File: src/rtl/xm_mem_unit_if.sv
// Memory-port bundle between xm_mem_unit (master) and the external memory (slave).
interface xm_mem_unit_if #(
    parameter int unsigned WORD   = 16,
    parameter int unsigned ADDR_W = 16
);
    localparam int unsigned LANES = WORD / 8;
    localparam int unsigned LSB   = $clog2(LANES);

    logic                    memReq_o;
    logic                    memWe_o;
    logic [LANES-1:0]        memBe_o;
    logic [ADDR_W-LSB-1:0]   memAddr_o;
    logic [WORD-1:0]         memWdata_o;
    logic [WORD-1:0]         memRdata_i;
    logic                    memAck_i;

    modport master (
        output memReq_o, memWe_o, memBe_o, memAddr_o, memWdata_o,
        input  memRdata_i, memAck_i
    );

    modport slave (
        input  memReq_o, memWe_o, memBe_o, memAddr_o, memWdata_o,
        output memRdata_i, memAck_i
    );
endinterface

File: src/rtl/xm_mem_unit.sv
// X-Makina memory access unit: one load/store/fetch per request, req/ack bus
// cycle with wait states and timeout, byte-lane steering and fault reporting.
module xm_mem_unit #(
    parameter int unsigned WORD    = 16,
    parameter int unsigned ADDR_W  = 16,
    parameter int unsigned TIMEOUT = 15
) (
    input  logic               clk_i,
    input  logic               arst_i,
    input  logic               start_i,
    input  logic               wr_i,
    input  logic               byteOp_i,
    input  logic               ifetch_i,
    input  logic [ADDR_W-1:0]  addr_i,
    input  logic [WORD-1:0]    data_i,
    output logic               busy_o,
    output logic               done_o,
    output logic [1:0]         fault_o,
    output logic [WORD-1:0]    ir_o,
    output logic [WORD-1:0]    mdr_o,
    xm_mem_unit_if.master      mem
);

    localparam int unsigned LANES = WORD / 8;
    localparam int unsigned LSB   = $clog2(LANES);
    localparam int unsigned CNT_W = (TIMEOUT > 0) ? $clog2(TIMEOUT + 1) : 1;

    localparam logic [1:0] FLT_NONE    = 2'b00;
    localparam logic [1:0] FLT_ALIGN   = 2'b01;
    localparam logic [1:0] FLT_TIMEOUT = 2'b10;

    typedef enum logic [1:0] {
        ST_IDLE  = 2'd0,
        ST_REQ   = 2'd1,
        ST_DONE  = 2'd2,
        ST_FAULT = 2'd3
    } state_t;

    state_t              state_q, state_d;
    logic [ADDR_W-1:0]   mar_q, mar_d;
    logic [WORD-1:0]     omdr_q, omdr_d;
    logic [WORD-1:0]     ir_q, ir_d;
    logic [WORD-1:0]     mdr_q, mdr_d;
    logic                wr_q, wr_d;
    logic                byte_q, byte_d;
    logic                ifetch_q, ifetch_d;
    logic [CNT_W-1:0]    cnt_q, cnt_d;
    logic [1:0]          fault_q, fault_d;

    logic [LSB-1:0]      lane;
    logic [7:0]          lane_byte;
    logic                in_req;

    assign lane   = mar_q[LSB-1:0];
    assign in_req = (state_q == ST_REQ);

    // Pick the addressed byte lane out of the read word (little-endian lanes).
    always_comb begin
        lane_byte = mem.memRdata_i[{lane, 3'b000} +: 8];
    end

    // State and datapath registers; reset clears everything immediately.
    always_ff @(posedge clk_i or negedge arst_i) begin
        if (!arst_i) begin
            state_q  <= ST_IDLE;
            mar_q    <= '0;
            omdr_q   <= '0;
            ir_q     <= '0;
            mdr_q    <= '0;
            wr_q     <= 1'b0;
            byte_q   <= 1'b0;
            ifetch_q <= 1'b0;
            cnt_q    <= '0;
            fault_q  <= FLT_NONE;
        end else begin
            state_q  <= state_d;
            mar_q    <= mar_d;
            omdr_q   <= omdr_d;
            ir_q     <= ir_d;
            mdr_q    <= mdr_d;
            wr_q     <= wr_d;
            byte_q   <= byte_d;
            ifetch_q <= ifetch_d;
            cnt_q    <= cnt_d;
            fault_q  <= fault_d;
        end
    end

    // Next-state and register-update logic.
    always_comb begin
        state_d  = state_q;
        mar_d    = mar_q;
        omdr_d   = omdr_q;
        ir_d     = ir_q;
        mdr_d    = mdr_q;
        wr_d     = wr_q;
        byte_d   = byte_q;
        ifetch_d = ifetch_q;
        cnt_d    = cnt_q;
        fault_d  = fault_q;

        case (state_q)
            ST_IDLE: begin
                if (start_i) begin
                    mar_d    = addr_i;
                    omdr_d   = data_i;
                    wr_d     = wr_i;
                    byte_d   = byteOp_i;
                    ifetch_d = ifetch_i;
                    cnt_d    = '0;
                    fault_d  = FLT_NONE;
                    // Misaligned word access never reaches the bus.
                    if (!byteOp_i && (addr_i[LSB-1:0] != '0)) begin
                        state_d = ST_FAULT;
                        fault_d = FLT_ALIGN;
                    end else begin
                        state_d = ST_REQ;
                    end
                end
            end
            ST_REQ: begin
                if (mem.memAck_i) begin
                    // Ack takes priority over a coincident timeout.
                    if (!wr_q) begin
                        if (ifetch_q) begin
                            ir_d = mem.memRdata_i;
                        end else if (byte_q) begin
                            mdr_d = WORD'(lane_byte);
                        end else begin
                            mdr_d = mem.memRdata_i;
                        end
                    end
                    state_d = ST_DONE;
                end else if (TIMEOUT != 0) begin
                    cnt_d = cnt_q + CNT_W'(1);
                    if (cnt_d == CNT_W'(TIMEOUT)) begin
                        state_d = ST_FAULT;
                        fault_d = FLT_TIMEOUT;
                    end
                end
            end
            ST_DONE:  state_d = ST_IDLE;
            ST_FAULT: state_d = ST_IDLE;
            default:  state_d = ST_IDLE;
        endcase
    end

    // Status and bus outputs decode straight from registered state.
    assign busy_o  = (state_q != ST_IDLE);
    assign done_o  = (state_q == ST_DONE) || (state_q == ST_FAULT);
    assign fault_o = fault_q;
    assign ir_o    = ir_q;
    assign mdr_o   = mdr_q;

    assign mem.memReq_o  = in_req;
    assign mem.memWe_o   = in_req && wr_q;
    assign mem.memAddr_o = mar_q[ADDR_W-1:LSB];

    // Byte enables and write-data steering; byte stores replicate on all lanes.
    always_comb begin
        mem.memBe_o    = '0;
        mem.memWdata_o = '0;
        if (in_req) begin
            if (byte_q) begin
                mem.memBe_o    = LANES'(1) << lane;
                mem.memWdata_o = {LANES{omdr_q[7:0]}};
            end else begin
                mem.memBe_o    = '1;
                mem.memWdata_o = omdr_q;
            end
        end
    end

endmodule

File: src/flat_wrapper.sv
// flat-port wrapper written by rule: the top's interface ports become plain ports
module xm_mem_unit_flat 
#(
    parameter int unsigned WORD    = 16,
    parameter int unsigned ADDR_W  = 16,
    parameter int unsigned TIMEOUT = 15
)
  (clk_i, arst_i, start_i, wr_i, byteOp_i, ifetch_i, addr_i, data_i, busy_o, done_o, fault_o, ir_o, mdr_o, mem_memReq_o, mem_memWe_o, mem_memBe_o, mem_memAddr_o, mem_memWdata_o, mem_memRdata_i, mem_memAck_i);
  xm_mem_unit_if #(.WORD(WORD), .ADDR_W(ADDR_W)) mem_i ();
  input  logic clk_i;
  input  logic arst_i;
  input  logic start_i;
  input  logic wr_i;
  input  logic byteOp_i;
  input  logic ifetch_i;
  input  logic [ADDR_W-1:0] addr_i;
  input  logic [WORD-1:0] data_i;
  output logic busy_o;
  output logic done_o;
  output logic [1:0] fault_o;
  output logic [WORD-1:0] ir_o;
  output logic [WORD-1:0] mdr_o;
  output wire logic [$bits(mem_i.memReq_o)-1:0] mem_memReq_o;
  output wire logic [$bits(mem_i.memWe_o)-1:0] mem_memWe_o;
  output wire logic [$bits(mem_i.memBe_o)-1:0] mem_memBe_o;
  output wire logic [$bits(mem_i.memAddr_o)-1:0] mem_memAddr_o;
  output wire logic [$bits(mem_i.memWdata_o)-1:0] mem_memWdata_o;
  input wire logic [$bits(mem_i.memRdata_i)-1:0] mem_memRdata_i;
  input wire logic [$bits(mem_i.memAck_i)-1:0] mem_memAck_i;
  assign mem_memReq_o = mem_i.memReq_o;
  assign mem_memWe_o = mem_i.memWe_o;
  assign mem_memBe_o = mem_i.memBe_o;
  assign mem_memAddr_o = mem_i.memAddr_o;
  assign mem_memWdata_o = mem_i.memWdata_o;
  assign mem_i.memRdata_i = mem_memRdata_i;
  assign mem_i.memAck_i = mem_memAck_i;
  xm_mem_unit #(.WORD(WORD), .ADDR_W(ADDR_W), .TIMEOUT(TIMEOUT)) u_core (.clk_i(clk_i), .arst_i(arst_i), .start_i(start_i), .wr_i(wr_i), .byteOp_i(byteOp_i), .ifetch_i(ifetch_i), .addr_i(addr_i), .data_i(data_i), .busy_o(busy_o), .done_o(done_o), .fault_o(fault_o), .ir_o(ir_o), .mdr_o(mdr_o), .mem(mem_i));
endmodule
File: config.mk
export PLATFORM = sky130hd
export DESIGN_NAME = xm_mem_unit_flat
export DESIGN_NICKNAME = d
export VERILOG_FILES = /design/src/rtl/xm_mem_unit_if.sv /design/src/rtl/xm_mem_unit.sv /design/src/flat_wrapper.sv
export SDC_FILE = /design/constraint.sdc
export NUM_CORES = 1
export LEC_CHECK = 0
export CAP_MARGIN = 0
export CELL_PAD_IN_SITES_DETAIL_PLACEMENT = 0
export CELL_PAD_IN_SITES_GLOBAL_PLACEMENT = 2
export CORE_MARGIN = 3
export CORE_UTILIZATION = 28
export DETAILED_ROUTE_END_ITERATION = 12
export PLACE_DENSITY_LB_ADDON = 0.15
export RECOVER_POWER = 25
export SYNTH_ARGS = -nofsm -noshare
export SYNTH_HDL_FRONTEND = slang
export SYNTH_SLANG_ARGS = --single-unit
File: constraint.sdc
create_clock -name clk_i -period 1.8 [get_ports clk_i]
set_input_delay 0.54 -clock clk_i [delete_from_list [all_inputs] [get_ports clk_i]]
set_output_delay 0.54 -clock clk_i [all_outputs]
set_load 0.005 [all_outputs]
==> flow_summary.ini <==
[power_and_ir_drop]
p_total_mw = 9.15
power_density_mw_per_mm2 = 1740
leakagePower_nw = 2.41
vdd_drop_max_uv = 610

[layout]
n_antenna_cell = 0
layout_common_cells = 100 x clkdlybuf4s50_1, 74 x dfrtp_1, 46 x mux2_2, 32 x nand2_1, 17 x buf_2
nFillCells = 1133
multi_input_area_sq_mm = 0.00134
drive_gt1_share_pct = 31.3
fin_cells = 558
area_growth_pct = 54.8
fin_nets = 467
regArea_sq_mm = 0.00188
layout_commonest_cell = clkdlybuf4s50_1

[run_status]
outcome = finished, violations left
violations = setup timing

[timing]
relSlewSlack_pct = 28.9
hold_viol = 0
timing.fmax_mhz = 543
finalSetupViolations = 11
fin_hold_ws_ns = 0.465
grt_setup_unrepaired = yes
period_share_pct = 102
worst_pin_slew_ns = 1.07
slew_violations = 0
finalCriticalPeriod_ns = 1.84
setup_ws_ns = -0.0429
skew_ns = 0.00599

[yosys]
synth_nets = 330
synth-seq-cells = 75
synth_top_family_by_area = multiplexers
synth_area_per_cell_sq_um = 12.4
synth_compound_area_share_pct = 4.72
synth_top_cell_by_area = dfrtp_1
netlist_instances = 273
syn_area_sq_mm = 0.00339
synth_cell_types = 37
post_synth_fa_ha_maj_area_fraction_pct = 0.737
yosys-top-cells-area = dfrtp_1 55%, mux2_2 15%, mux2i_1 4.7%
seq_area_frac_synth_pct = 55.3
synth_top_area_share_pct = 55.3
synth_mux_area_share_pct = 21.3
synth-simple-area-share_pct = 11.2
ys_warn_count = 0
synth_xor_area_share_pct = 0.516

[global_route]
grt_max_degree = 76
grt_usage_pct = 13.4
grt-ovfl-total = 0
antenna_found_initial = 0
grt_pass1_wl_um = 14000
first_global_vias = 2673

[clock_tree]
cts.sinks = 75
cts_tree = yes
worstSkewPairLatency_ns = 0.33
clk_pin_slew_worst_paths_ns = 0.06
cts_buffers = 9
root_buffer = clkbuf_16
clockBufferDepth = 2
htreeDepth = 3

[setup_path]
r2r-end = u_core.mdr_o[6]$_DFFE_PN0P_
crit_path_cell_trace = clkbuf_16 > buf_8 > a21oi_2 > buf_2
path_delay_family = flip-flops
reg2reg_from = u_core.state_q[1]$_DFFE_PN0P_
start_kind = flop
crit_arrival_ns = 1.30
rr_worst_depth = 7
cp_slowest_cell = dfrtp_2
crit_buf_inv = 3
path_depth = 4
slowest_delay_ns = 0.44
critPathKind = flop to output pin
required_ns = 1.26
end_kind = output pin
r2r_slack_ns = 0.08
cp_max_fo = 4

[drt]
drc_errors = 0
finalWirelength_um = 8600
via_per_inst = 4.49
dr.pass1.iters = 4
dr_total_vias = 2505
ant_nets = 0
wire_per_inst_um = 15.4
drtIter0Drc = 110

[min_path]
holdPathEnd = u_core.mdr_o[10]$_DFFE_PN0P_
hold_depth = 2
min_from = u_core.mdr_o[10]$_DFFE_PN0P_
hold_path_class = flop to flop

[placement]
port_buffers = 125
place.gp.congestion = 0.691
place.detailed.hpwl_um = 6130
dpl.cell_count = 536

[run]
drv_cap = 0

[die]
fp-row-count = 39
initial_core_util_pct = 29.2
fp.dieH_um = 116
io-pin-count = 126
dieArea_sq_mm = 0.0135
core_sq_mm = 0.0116
die_width_um = 116
[worst max-delay path by stage]
stage	from	endpoint	slack, ns
floorplan	u_core.state_q[1]$_DFFE_PN0P_	mem_memWdata_o[0]	0.15
global placement	mem_memAck_i	u_core.mdr_o[6]$_DFFE_PN0P_	-0.31
detailed placement	mem_memAck_i	u_core.mdr_o[6]$_DFFE_PN0P_	-0.33
CTS	u_core.byte_q$_DFFE_PN0P_	mem_memBe_o[1]	-0.08
global route	u_core.byte_q$_DFFE_PN0P_	mem_memBe_o[1]	-0.10
finish	u_core.byte_q$_DFFE_PN0P_	mem_memBe_o[0]	-0.04
[kinds of logic (layout without fill, tap and decap cells)]
group                      Yosys count  count (layout)
muxes                               66              66
DFF                                 75              75
adders and majority gates            2               2
AOI/OAI and AO/OA                   24              24
buffers and inverters               34             176
xor gates and xnor gates             2               2
and+or+nand+nor                     70              70
[power by group]
group | switching (mW) | leakage, nW | internal [mW]
combinational | 1.45 | 1.33 | 2.63
clock | 0.713 | 0.167 | 1.36
sequential | 0.497 | 0.915 | 2.50
[through the flow]
| step | setup WS (ns) | TNS (ns) | util, % | instance area (sq um) |
|---|---|---|---|---|
| after CTS | -0.0821 | -0.789 | 44.9 | 5220 |
| final | -0.0429 | -0.217 | 45.2 | 5250 |
| after detailed placement | -0.332 | -13.80 | 42.0 | 4880 |
| after floorplan | 0.149 | 0 | - | 3390 |
| after global routing | -0.103 | -1.50 | 45.2 | 5250 |
| after global placement | -0.314 | -13.42 | 42.0 | 4880 |
[synthesized netlist by cell type (all sizes together)]
library cell	instances
nand3	1
nand2b	4
nor4	1
a311oi	1
nor3	1
o21a	1
nor2	9
o21ai	14
nand4b	2
and2	9
xor2	2
o2111ai	1
a32o	1
mux2	50
inv	7
a31oi	1
ha	2
mux2i	16
o211ai	1
clkbuf	5
dfrtp	75
a31o	1
or2	1
nand2	32
buf	22
nand3b	9
or4	1
a21oi	2
a21o	1
[layout make-up]
| type | instances | share of cell area (%) |
|---|---|---|
| clock buffers | 10 | 4.36 |
| clock inverters | 6 | 2.14 |
| inverters | 7 | 0.548 |
| multi-input cells | 164 | 25.5 |
| flip-flops and latches | 75 | 35.7 |
| well taps | 143 | 3.41 |
| repair buffers | 153 | 28.3 |
[timing repair]
action,in CTS,in global routing
cloned,1,0
setup buffers,5,0
pin swaps,2,3
hold buffers,0,0
gates resized for setup,97,14
endpoints found under the setup margin,22,31
[worst register-to-register path, cell delays in order (launching register included)]
cell and delay [ns]:
dfrtp_1 0.38, nand2b_4 0.16, buf_6 0.16, buf_4 0.15, or4_1 0.42, buf_6 0.19, nand2_1 0.11, o21ai_2 0.05
[layer usage]
layer / share of wire (%) / global-route usage [%] / vias up
li1: - / - / 1202
met1: 45 / 17.1 / 1208
met2: 46 / 21.2 / 84
met3: 7.7 / 4.30 / 11
met4: 1.7 / 5.34 / 0
met5: 0 / 0 / -
[state kept, by name, summed over array words and instances, names as in the netlist]
| name | flops |
|---|---|
| u_core.byte_q | 1 |
| u_core.cnt_q | 4 |
| u_core.fault_o | 2 |
| u_core.ifetch_q | 1 |
| u_core.ir_o | 16 |
| u_core.mar_q | 16 |
| u_core.mdr_o | 16 |
| u_core.omdr_q | 16 |
| u_core.state_q | 2 |
| u_core.wr_q | 1 |
(Power assumes the default switching activity.)
